### src/rtl/load_store_unit.sv
// Load/store unit: one core load or store at a time over a simple req/ack memory port.
// Optional build macro MISALIGN_TRAP_EN traps misaligned half/word accesses without touching memory.
module load_store_unit (
    input  logic        clk,
    input  logic        rst,
    input  logic        start,
    input  logic        mem_write,
    input  logic [1:0]  ssrc,
    input  logic [2:0]  lwsrc,
    input  logic [31:0] addr,
    input  logic [31:0] wdata,
    output logic        busy,
    output logic        done,
    output logic [31:0] rdata,
    output logic        err,
    output logic        m_req,
    output logic        m_we,
    output logic [31:0] m_addr,
    output logic [3:0]  m_be,
    output logic [31:0] m_wdata,
    input  logic        m_ack,
    input  logic [31:0] m_rdata
);

    typedef enum logic [1:0] {
        ST_IDLE = 2'b00,
        ST_REQ  = 2'b01,
        ST_DONE = 2'b10
    } state_t;

    localparam logic [1:0] SZ_BYTE = 2'b00;
    localparam logic [1:0] SZ_HALF = 2'b01;
    localparam logic [1:0] SZ_WORD = 2'b10;
    localparam logic [7:0] WAIT_LAST = 8'd254;

    function automatic logic [1:0] load_size(input logic [2:0] lw);
        case (lw[1:0])
            2'b00:   load_size = SZ_BYTE;
            2'b01:   load_size = SZ_HALF;
            default: load_size = SZ_WORD;
        endcase
    endfunction

    function automatic logic [3:0] lane_mask(input logic [1:0] size, input logic [1:0] lo);
        case (size)
            SZ_BYTE: lane_mask = 4'b0001 << lo;
            SZ_HALF: lane_mask = lo[1] ? 4'b1100 : 4'b0011;
            default: lane_mask = 4'b1111;
        endcase
    endfunction

    function automatic logic [31:0] replicate(input logic [1:0] size, input logic [31:0] wd);
        case (size)
            SZ_BYTE: replicate = {4{wd[7:0]}};
            SZ_HALF: replicate = {2{wd[15:0]}};
            default: replicate = wd;
        endcase
    endfunction

    function automatic logic [31:0] extract(input logic [2:0] lw, input logic [1:0] lo,
                                            input logic [31:0] word);
        logic [7:0]  b;
        logic [15:0] h;
        case (lo)
            2'b00:   b = word[7:0];
            2'b01:   b = word[15:8];
            2'b10:   b = word[23:16];
            default: b = word[31:24];
        endcase
        h = lo[1] ? word[31:16] : word[15:0];
        case (lw)
            3'b000:  extract = {{24{b[7]}}, b};
            3'b001:  extract = {{16{h[15]}}, h};
            3'b100:  extract = {24'd0, b};
            3'b101:  extract = {16'd0, h};
            default: extract = word;
        endcase
    endfunction

    state_t      state_r, state_nxt;
    logic [7:0]  cnt_r, cnt_nxt;
    logic [2:0]  lwsrc_r;
    logic [1:0]  lane_r;
    logic        is_load_r;
    logic        done_r, done_nxt;
    logic        err_r, err_nxt;
    logic [31:0] rdata_r;
    logic        m_req_r, m_we_r;
    logic [31:0] m_addr_r, m_wdata_r;
    logic [3:0]  m_be_r;

    logic [1:0]  size_s;
    logic        misalign_s;
    logic        launch_s;
    logic        capture_s;

    // Access size and alignment of the request currently presented by the core.
    always_comb begin
        size_s = mem_write ? ((ssrc == 2'b00) ? SZ_BYTE :
                              (ssrc == 2'b01) ? SZ_HALF : SZ_WORD)
                           : load_size(lwsrc);
`ifdef MISALIGN_TRAP_EN
        misalign_s = ((size_s == SZ_HALF) && addr[0]) ||
                     ((size_s == SZ_WORD) && (addr[1:0] != 2'b00));
`else
        misalign_s = 1'b0;
`endif
    end

    // Next-state and transfer control.
    always_comb begin
        state_nxt = state_r;
        cnt_nxt   = cnt_r;
        done_nxt  = 1'b0;
        err_nxt   = 1'b0;
        launch_s  = 1'b0;
        capture_s = 1'b0;
        case (state_r)
            ST_IDLE: begin
                if (start) begin
                    if (misalign_s) begin
                        state_nxt = ST_DONE;
                        done_nxt  = 1'b1;
                        err_nxt   = 1'b1;
                    end else begin
                        state_nxt = ST_REQ;
                        cnt_nxt   = 8'd0;
                        launch_s  = 1'b1;
                    end
                end else begin
                    state_nxt = ST_IDLE;
                end
            end
            ST_REQ: begin
                if (m_ack) begin
                    state_nxt = ST_DONE;
                    done_nxt  = 1'b1;
                    capture_s = 1'b1;
                end else if (cnt_r == WAIT_LAST) begin
                    // 255th unanswered cycle: give up and report a timeout
                    state_nxt = ST_DONE;
                    done_nxt  = 1'b1;
                    err_nxt   = 1'b1;
                end else begin
                    cnt_nxt = cnt_r + 8'd1;
                end
            end
            ST_DONE: begin
                state_nxt = ST_IDLE;
            end
            default: begin
                state_nxt = ST_IDLE;
            end
        endcase
    end

    // State, request latch, memory-port and result registers.
    always_ff @(posedge clk or posedge rst) begin
        if (rst) begin
            state_r   <= ST_IDLE;
            cnt_r     <= 8'd0;
            lwsrc_r   <= 3'd0;
            lane_r    <= 2'd0;
            is_load_r <= 1'b0;
            done_r    <= 1'b0;
            err_r     <= 1'b0;
            rdata_r   <= 32'd0;
            m_req_r   <= 1'b0;
            m_we_r    <= 1'b0;
            m_addr_r  <= 32'd0;
            m_be_r    <= 4'd0;
            m_wdata_r <= 32'd0;
        end else begin
            state_r <= state_nxt;
            cnt_r   <= cnt_nxt;
            done_r  <= done_nxt;
            err_r   <= err_nxt;
            m_req_r <= (state_nxt == ST_REQ);
            m_we_r  <= (state_nxt == ST_REQ) && (launch_s ? mem_write : m_we_r);
            if (launch_s) begin
                lwsrc_r   <= lwsrc;
                lane_r    <= addr[1:0];
                is_load_r <= ~mem_write;
                m_addr_r  <= {addr[31:2], 2'b00};
                m_be_r    <= lane_mask(size_s, addr[1:0]);
                m_wdata_r <= replicate(size_s, wdata);
            end
            if (capture_s && is_load_r) begin
                rdata_r <= extract(lwsrc_r, lane_r, m_rdata);
            end
        end
    end

    assign busy    = ((state_r == ST_IDLE) && start) || (state_r == ST_REQ);
    assign done    = done_r;
    assign err     = err_r;
    assign rdata   = rdata_r;
    assign m_req   = m_req_r;
    assign m_we    = m_we_r;
    assign m_addr  = m_addr_r;
    assign m_be    = m_be_r;
    assign m_wdata = m_wdata_r;

endmodule
### config.mk
export PLATFORM = sky130hd
export DESIGN_NAME = load_store_unit
export DESIGN_NICKNAME = d
export VERILOG_FILES = /design/src/rtl/load_store_unit.sv
export SDC_FILE = /design/constraint.sdc
export NUM_CORES = 1
export LEC_CHECK = 0
export ABC_CLOCK_PERIOD_IN_PS = 4600
export BUFFER_PORTS_ARGS = -buffer_cell sky130_fd_sc_hd__buf_2
export CAP_MARGIN = 10
export CORE_MARGIN = 3
export CORE_UTILIZATION = 45
export DETAILED_ROUTE_END_ITERATION = 8
export PLACE_DENSITY = 0.74
export SLEW_MARGIN = 15
export SYNTH_ARGS = -nofsm -noshare
export SYNTH_HDL_FRONTEND = slang
export SYNTH_SLANG_ARGS = --single-unit
### constraint.sdc
create_clock -name clk -period 4.6 [get_ports clk]
set_clock_uncertainty 0.2 [all_clocks]
set_input_delay 0.92 -clock clk [delete_from_list [all_inputs] [get_ports clk]]
set_output_delay 0.92 -clock clk [all_outputs]
set_load 0.02 [all_outputs]
# After elaboration in Yosys (flattened, before gate mapping)
# Cells that the tools add are included.
[totals]
regBits = 118
out_inout_bits = 105
[op_classes]
add_sub_neg = 1
n_eq_ne = 14
n_shift = 1
mux = 28
bitwise_logic = 1
reduce_logical = 12
[ops]
columns = ["operator", "n"]
rows = [
  ["case mux 32 bit (4 select lines)", 1],
  ["case mux 32 bit (2 select lines)", 1],
  ["2-to-1 mux 8 bit", 3],
  ["case mux 8 bit (3 select lines)", 1],
  ["2-to-1 mux 16 bit", 1],
  ["case mux 8 bit (2 select lines)", 1],
  ["== test 2 x 1 -> 1 bit, second input constant", 6],
  ["2-to-1 mux 1 bit", 11],
  ["logical NOT 2 bit", 5],
  ["2-to-1 mux 2 bit", 5],
  ["adder 8 x 1 -> 8 bit, second input constant", 1],
  ["== test 8 bit, second input constant", 1],
  ["case mux 2 bit (2 select lines)", 2],
  ["case mux 4 bit (2 select lines)", 1],
  ["== test 3 bit, second input constant", 2],
  ["inequality test 2 bit, second input constant", 3],
  ["2-to-1 mux 4 bit", 1],
  ["AND reduction 4 bit", 1],
  ["left shift 1 x 2 -> 4 bit, first input constant", 1],
  ["== test 3 x 1 -> 1 bit, second input constant", 1],
  ["logical AND 1 bit", 3],
  ["logical NOT 3 bit", 1],
  ["== test 2 bit, second input constant", 1],
  ["nonzero test 2 bit", 1],
  ["other kinds (2)", 2],
]

# Logic depth before layout (Yosys ltp)
# Gate-level depths: netlist of run 1.
[logic_depth]
ltp_word = 6
mapped_depth = 7
ltp_nobuf = 6

# Least setup slack after synthesis of run 1
# OpenSTA, ideal clock, no wires.
[synth_timing]
kind = "input -> output"
from = "input port start"
to = "output port busy"
arrival_time_ps = 1224
t_required_ps = 3480
setup_slack_ps = 2256
path_stages = 2
path_buffers = 0
cell_sequence = "nor2_1 -> nor2_1"
[synth_via]
elab_chain_cells = 2
[synth_rtl]
columns = ["element", "line_no", "rtl"]
rows = [
  ["start: declaration", "6", "input logic start,"],
  ["logical AND 1 bit", "194", "assign busy = ((state_r == ST_IDLE) && start) || (state_r == ST_REQ);"],
  ["logical OR 1 bit", "194", ""],
  ["end: declaration", "12", "output logic busy,"],
]
# Every way passes these cells.

# Worst setup path in the final report of run 1
[layout_timing]
from = "register lane_r[1]"
to = "register rdata_r[27], in the netlist rdata[27]"
[layout_via]
elab_chain_cells = 3
elab_cells_between_ends = 6
[layout_rtl]
columns = ["element", "line_no", "rtl"]
rows = [
  ["start: declaration", "83", "logic [1:0] lane_r;"],
  ["start signal: assignment", "182", "lane_r <= addr[1:0];"],
  ["== test 2 bit (tied with other cells)", "64", "case (lo)"],
  ["case mux 8 bit (3 select lines)", "64", ""],
  ["case mux 32 bit (4 select lines) (*)", "71", "case (lw)"],
  ["end signal: assignment", "189", "rdata_r <= extract(lwsrc_r, lane_r, m_rdata);"],
  ["end: declaration", "87", "logic [31:0] rdata_r;"],
]
# Every way passes the cells marked *; elsewhere a longest branch is shown, timed or not.
# A chain may end at the register's enable or synchronous reset.

==> metrics, run 1 <==
CTS tree done; Synth area leaders dfrtp_1, nand2_1, a21oi_1, o211ai_1, buf_2; nature of the critical path endpoint register; global-route wire length before repair 27300 um; CP Class reg -> reg; Total Wirelength 16800 um; core area 12200 sq um; RSZ-0062 raised after global routing false; reg2reg start lane_r[1]$_DFFE_PP0P_; Placer Congestion 0.947; Worst VDD drop 0.410 mV; P_int 3.03 mW; CP max stage delay 0.97 ns; Worst R2R Path Depth 4; Slowest-stage cell, CP dfrtp_1; CP max FO 29; Worst Path Arrival 2.52 ns; mapped cell area 5660 sq um; Register Area 2950 sq um; final hold viol count 0; IO Pins 211; Syn Area/Cell 9.27 sq um; # port buffers 208; Leak 3.58 nW; Logic pwr share 0.370; sequential fraction of the synthesis area 0.522; Reg power frac 0.361; Synth Area in Compound Gates 0.175; Overall Power 5.08 mW; switch share 0.402; simple-gate share of the synthesized area 0.208; number of global-route vias before repair 5300; status completed; Die Y 118 um; via count 5297; max cap viols 0; HPWL Detailed 12000 um; layout cell share with drive strength beyond 1 0.339; setup violators final 0; largest net degree at the start of global routing 82; Max Fclk 407 MHz; footprint of the multi-input gates 2430 sq um; Final WS setup 2.14 ns; GR Util All Layers 0.244; CP startpoint lane_r[1]$_DFFE_PP0P_; placed cell count 948; grt total ovfl 0; drt first pass iters 5; vias per cell 5.41; Min-Delay Startpoint m_addr[30]$_DFFE_PP0P_; Row Count 40; Synth Area in XOR/XNOR 0.00310; Initial Util 0.465; cells resized by post-CTS repair 0; CTS sink cnt 118; Ys Warns 0; # DRC 0; Non-Filler Instances 980; mux share of post-synthesis cell area 0.0354; Worst setup SP type register; Fill cells 1025; Slew Viols, Final 0; Area growth syn-to-layout 29.4%; TNS Setup 0 ns; asr flop ratio synth 1.00; Clock Latency Late Sink 0.41 ns; Clk pwr share 0.269; root buf cell clkbuf_16; worst path required time 4.66 ns; worst hold path depth 2; Slew HR 0.262; worst setup slack after placement 1.86 ns; H-tree lvl count 4; cts hold-fix bufs 0; Tcrit/Tclk final 0.534; min cycle time layout 2.46 ns; drt first-iter violations 467; postcts setup bufs 0; HP Class reg -> reg; die area 14000 sq um; chip width 118 um; diode count 0; total CTS buffers 17; Detail Route Antenna Nets 0; Synth Register Bits 118; clock tree buffer depth 2; top-count cell post-synth nand2_1; Post-synth EDFFs 0; area share of fa/ha/maj cells after synthesis 0.00442; Syn Inst Count 610; main combinational cell family by area after synthesis simple AND/OR/NAND/NOR gates; initial antenna violation count 1; worst slew pin tran 1.08 ns; fin area 7320 sq um; wire per inst 17.2 um; commonest cells in the netlist nand2_1, dfrtp_1, a21oi_1; Power Density 694 nW/um^2; post-synth cell types 49; ys flop type dfrtp_1; DP Area 6710 sq um; Switch Pwr 2.04 mW; share of the synthesized area in the top cell type 0.522; clk slew on worst S/H paths 0.05 ns; cell taking the most area after synthesis dfrtp_1; Final nets 907; worst-path cell chain or2_2 -> o22ai_4 -> a211oi_4 -> o21ai_0
==> routing by layer <==
| layer | track usage | up-vias | wire length, um |
|---|---|---|---|
| met1 | 0.300 | 2492 | 6800 |
| met2 | 0.387 | 271 | 7910 |
| met3 | 0.0817 | 50 | 1620 |
| met5 | 0 | - | 13 |
| met4 | 0.115 | 2 | 497 |
| li1 | - | 2482 | - |
==> path summary, 6_finish.rpt <==
kind	slack, ns	endpoint
max	2.14	rdata[27]$_DFFE_PP0P_
min	0.27	m_addr[30]$_DFFE_PP0P_
max reg2reg	2.14	rdata[27]$_DFFE_PP0P_
min reg2reg	0.27	m_addr[30]$_DFFE_PP0P_
max in group asynchronous	2.78	m_wdata[15]$_DFFE_PP0P_
min in group asynchronous	0.54	err$_DFF_PP0_
==> power groups by stage <==
stage / Combinational, mW / Sequential [mW] / Clock [mW]
after global placement: 1.84 / 1.82 / 0
final: 1.88 / 1.83 / 1.36
after CTS: 1.89 / 1.83 / 1.38
after global routing: 2.05 / 1.89 / 1.43
after floorplan: 0.840 / 2.20 / 0
after detailed placement: 1.89 / 1.83 / 0
==> stage by stage <==
step | utilization | hold WS, ns
after floorplan | - | 0.302
after detailed placement | 0.552 | 0.256
final | 0.602 | 0.272
after global placement | 0.552 | 0.254
after CTS | 0.602 | 0.271
after global routing | 0.602 | 0.297
==> flip-flops by register name, indices dropped and copies added (netlist names) <==
signal	cells
m_we	1
lwsrc_r	3
m_wdata	32
m_addr	30
lane_r	2
m_be	4
done	1
state_r	2
m_req	1
rdata	32
cnt_r	8
is_load_r	1
err	1
==> critical path: cells and delay by family (launching register included) <==
kind | cells | cell delay (ns)
compound gates | 3 | 0.87
flops | 1 | 0.97
simple gates | 1 | 0.27
==> cell type report <==
class                   count  area share
repair buffers            214       0.148
inverters                   9     0.00496
flip-flops and latches    118       0.403
clock buffers              22      0.0661
clock inverters            10      0.0171
well taps                 168      0.0287
multi-input cells         439       0.331
==> logic make-up (layout without fill, tap and decap cells) <==
group           after synthesis  count (layout)
buf+inv                      54             255
simple gates                267             267
compound gates              147             147
other cells                   1               2
fa+ha+maj                     2               2
xor+xnor                      2               2
mux                          19              19
flops                       118             118
==> cell usage in the layout (no fill, tap or decap), types with 12 or more instances in the layout <==
master | synthesis | final
nand2b_1 | 12 | 12
nor2_1 | 32 | 31
dfrtp_1 | 118 | 118
buf_2 | 29 | 208
o21ai_0 | 28 | 28
clkbuf_16 | 0 | 17
a21oi_1 | 34 | 34
nand2_1 | 186 | 186
o21ai_1 | 13 | 13
a31oi_1 | 20 | 20
o211ai_1 | 21 | 21
Power figures use the tool's default switching activity.
==> run 2, diff against run 1 <==
ABC_AREA = 1   (was default)
ABC_CLOCK_PERIOD_IN_PS = 2100   (was 4600)
PLACE_DENSITY = 0.77   (was 0.74)
clock period = 2.1 ns   (was 4.6 ns; I/O delays follow)
==> metrics, run 2 <==
status finished, violations left; failing checks hold timing; clock tree buffer depth 2; # port buffers 208; clk slew on worst S/H paths 0.06 ns; grt total ovfl 0; Hold WS -0.0362 ns; reg2reg start lwsrc_r[0]$_DFFE_PP0P_; Slew HR 0.573; sequential fraction of the synthesis area 0.516; Max Fclk 500 MHz; largest net degree at the start of global routing 119; Synth area leaders dfrtp_1, nand2_1, nand3_1, o21ai_0, inv_1; min cycle time layout 2.00 ns; vias per cell 4.97; Total Wirelength 17200 um; Ys Warns 0; reg2reg end rdata[0]$_DFFE_PP0P_; Synth Register Bits 118; final hold viol count 9; top-count cell post-synth nand2_1; commonest cells in the netlist nand2_1, dfrtp_1, nand3_1; core area 12200 sq um; mapped cell area 5720 sq um; Detail Route Antenna Nets 0; setup violators final 0; share of the synthesized area in the top cell type 0.516; H-tree lvl count 4; CP max FO 8; Initial Util 0.468; root buf cell clkbuf_16; HP Class in -> async; max cap viols 0; Post-synth EDFFs 0; postcts setup bufs 0; cts hold-fix bufs 23; Leak 4.34 nW; Worst setup SP type register; Power Density 1440 nW/um^2; Worst VDD drop 0.846 mV; cells resized by post-CTS repair 0; Tcrit/Tclk final 0.953; cell taking the most area after synthesis dfrtp_1; Final nets 1081; IO Pins 211; CP Class reg -> out; ys flop type dfrtp_1; die area 14100 sq um; drt first-iter violations 534; nature of the critical path endpoint output pin; Worst Path Arrival 1.38 ns; Slew Viols, Final 0; CTS sink cnt 118; Non-Filler Instances 1154; worst slew pin tran 0.640 ns; diode count 0; post-synth cell types 31; Worst R2R Path Depth 7; CP startpoint state_r[1]$_DFF_PP0_; CTS tree done; number of global-route vias before repair 5546; drt first pass iters 5; via count 5735; chip width 119 um; # DRC 0; HPWL Detailed 11700 um; Clock Latency Late Sink 0.41 ns; worst path required time 1.48 ns; Row Count 40; RSZ-0062 raised after global routing false; wire per inst 14.9 um; global-route wire length before repair 27700 um; Reg2Reg Setup Slack 0.33 ns; total CTS buffers 17; commonest non-fill, non-tap cell in the layout nand2_1; placed cell count 1098; Area growth syn-to-layout 35.4%; Syn Inst Count 744; initial antenna violation count 1; layout cell share with drive strength beyond 1 0.297; Die Y 119 um; TNS Setup 0 ns; Syn Area/Cell 7.69 sq um; Placer Congestion 0.890; GR Util All Layers 0.245; leading cell types in the layout, fill and taps excluded nand2_1, buf_2, dfrtp_1; asr flop ratio synth 1.00
run 2: cell count changes after synthesis, moves of 9 or more:
cell	previous run	this run
a31oi_1	20	0
mux2i_1	11	0
nand3_1	4	51
o21ai_0	28	38
nand2b_1	12	0
inv_1	9	45
a221oi_1	9	0
or2_2	2	14
nand2_1	186	331
o211ai_1	21	7
run 2: logic make-up after synthesis:
logic type                 Yosys count  share of synthesized area
AOI/OAI and AO/OA                   81                     0.0753
xor gates and xnor gates             4                    0.00613
adders and majority gates            2                    0.00438
buffers and inverters               90                     0.0689
DFF                                118                      0.516
other                                1                   0.000656
and+or+nand+nor                    448                      0.328
run 2: worst max path at each step:
stage	endpoint	slack, ns	cells after the start
3_5_place_dp	m_be[2]$_DFFE_PP0P_	0.19	9
6_report	busy	0.1	4
5_1_grt	busy	0.009	4
4_1_cts	busy	0.07	4
3_3_place_gp	m_be[3]$_DFFE_PP0P_	0.21	9
2_1_floorplan	cnt_r[0]$_DFFE_PP0P_	0.04	1
run 2: cell type report:
class | count | area (sq um)
fillers | 1072 | 4470
flip-flops and latches | 118 | 2950
multi-input cells | 537 | 2380
repair buffers | 247 | 1430
clock buffers | 17 | 425
well taps | 168 | 210
inverters | 52 | 199
clock inverters | 15 | 148
run 2: power by group:
group          internal (mW)  switching [mW]  total (mW)
combinational           1.55            3.02        4.57
clock                   1.66            1.16        2.81
sequential              3.20           0.560        3.76
run 2: metal layers:
layer  vias to the layer above  part of all wire  GRT usage
met2                       283              0.47      0.388
li1                       2791                 -          -
met5                         -           0.00041          0
met3                        22             0.095     0.0885
met1                      2637              0.42      0.316
met4                         2             0.013     0.0753
run 2: stage by stage:
| step | instance area (sq um) | hold slack (ns) | utilization | setup WS (ns) | power [mW] |
|---|---|---|---|---|---|
| floorplan | 5730 | 0.263 | - | 0.0386 | 6.71 |
| global placement | 6930 | 0.259 | 0.568 | 0.212 | 8.21 |
| detailed placement | 6930 | 0.260 | 0.568 | 0.189 | 8.26 |
| CTS | 7730 | 0.00145 | 0.633 | 0.0745 | 11.1 |
| global route | 7740 | 0.0127 | 0.634 | 0.00944 | 11.8 |
| finish | 7740 | -0.0362 | 0.634 | 0.0995 | 11.1 |
run 2: worst max-delay path, stage by stage (launching register included):
cell and delay (ns):
dfrtp_1 0.41, nor2_4 0.22, inv_2 0.11, nand2_1 0.07, buf_2 0.16
==> run 3, diff against run 2 <==
PLACE_DENSITY = 0.81   (was 0.77)
==> metrics, run 3 (same netlist as run 2, synthesis figures left out) <==
status completed; CP max FO 8; final hold viol count 0; CP max stage delay 0.41 ns; GR Util All Layers 0.238; Total Wirelength 16800 um; HPWL Detailed 11900 um; Row Count 40; drt first-iter violations 460; worst hold path depth 3; number of global-route vias before repair 5398; diode count 0; wire per inst 14.6 um; # port buffers 208; Slowest-stage cell, CP dfrtp_1; reg2reg end rdata[24]$_DFFE_PP0P_; worst path required time 1.48 ns; Clock Latency Late Sink 0.41 ns; Leak 4.31 nW; Max Fclk 508 MHz; CTS sink cnt 118; via count 5738; leading cell types in the layout, fill and taps excluded nand2_1, buf_2, dfrtp_1; Final nets 1072; RSZ-0062 raised after global routing false; max cap viols 0; Slew Viols, Final 0; met2 wire len 7960 um; Min-Delay Startpoint addr[29]; metal1 wirelength 7060 um; clk slew on worst S/H paths 0.05 ns; Worst setup SP type register; Tcrit/Tclk final 0.937; TNS Setup 0 ns; Die Y 119 um; DP Area 6930 sq um; root buf cell clkbuf_16; CTS tree done; initial antenna violation count 1; total CTS buffers 17; CP Class reg -> out; Area growth syn-to-layout 33.9%; global-route wire length before repair 27000 um; Placer Congestion 0.869; grt total ovfl 0; Worst VDD drop 0.954 mV; # DRC 0; Reg2Reg Setup Slack 0.38 ns; chip width 119 um; clock tree buffer depth 2; H-tree lvl count 4; DR top layer met5; Hold Path Sink m_addr[29]$_DFFE_PP0P_; fin area 7660 sq um; worst-path cell chain nor2_4 -> inv_2 -> nand2_1 -> buf_2; layout cell share with drive strength beyond 1 0.296; die area 14100 sq um; nature of the critical path endpoint output pin; min cycle time layout 1.97 ns; Initial Util 0.468; commonest non-fill, non-tap cell in the layout nand2_1; reg2reg start lane_r[1]$_DFFE_PP0P_; Worst Path Arrival 1.35 ns; HP Class in -> reg; core area 12200 sq um; Power Density 1450 nW/um^2; Detail Route Antenna Nets 0; vias per cell 5.01; postcts setup bufs 0; IO Pins 211; met3 wire length 1520 um; largest net degree at the start of global routing 59; Worst R2R Path Depth 7; drt first pass iters 5; setup violators final 0
==> run 3: cell types whose count changed in the layout (fill, tap and decap cells not counted), moves of 2 or more <==
| cell | delta |
|---|---|
| clkbuf_1 | +5 |
| inv_6 | -5 |
| clkinv_2 | +2 |
| dlygate4sd3_1 | -9 |
| clkinv_4 | -3 |
| clkbuf_8 | +2 |
==> run 3: layout make-up <==
type,count,area [sq um]
clock buffers,24,472
flip-flops and latches,118,2950
well taps,168,210
multi-input cells,537,2380
inverters,52,199
repair buffers,238,1340
clock inverters,8,98.8
fillers,1086,4550
==> run 3: how the worst max path moves through the flow <==
stage | from | to | slack, ns
6_report | state_r[1]$_DFF_PP0_ | busy | 0.13
4_1_cts | state_r[1]$_DFF_PP0_ | busy | 0.02
3_5_place_dp | mem_write | m_wdata[30]$_DFFE_PP0P_ | 0.31
5_1_grt | state_r[1]$_DFF_PP0_ | busy | 0.03
2_1_floorplan | rst | cnt_r[0]$_DFFE_PP0P_ | 0.04
3_3_place_gp | mem_write | m_wdata[28]$_DFFE_PP0P_ | 0.31
==> run 3: power by group <==
part,internal (mW),switching [mW]
Clock,1.80,1.00
Combinational,1.52,2.99
Sequential,3.21,0.591
Total,6.53,4.58
==> run 3: critical path: cells and delay by family (launching register included) <==
kind | cells | cell delay [ns]
AND/OR/NAND/NOR | 2 | 0.27
flip-flops | 1 | 0.41
buffers and inverters | 2 | 0.27
==> run 3: stage by stage <==
step                      worst slack [ns]   util  cells  total power, mW  hold WS (ns)
final                                0.133  0.627   1145             11.1        0.0139
after global routing                0.0301  0.627   1145             11.8       0.00771
after CTS                           0.0167  0.627   1145             11.1       0.00101
after detailed placement             0.313  0.568   1098             8.26         0.242
after global placement               0.310  0.568   1098             8.18         0.241
after floorplan                     0.0386      -    745             6.71         0.263
==> run 3: routing by layer <==
metal  GRT usage  vias up
met5           0        -
met4      0.0702        2
met3      0.0785       23
met2       0.383      271
met1       0.308     2666
li1            -     2776
==> run 3: timing repair <==
action | CTS | global route
hold buffers | 15 | 0
endpoints found under the hold margin | 29 | 0
endpoints found under the setup margin | 0 | 1
gates resized for setup | 0 | 2
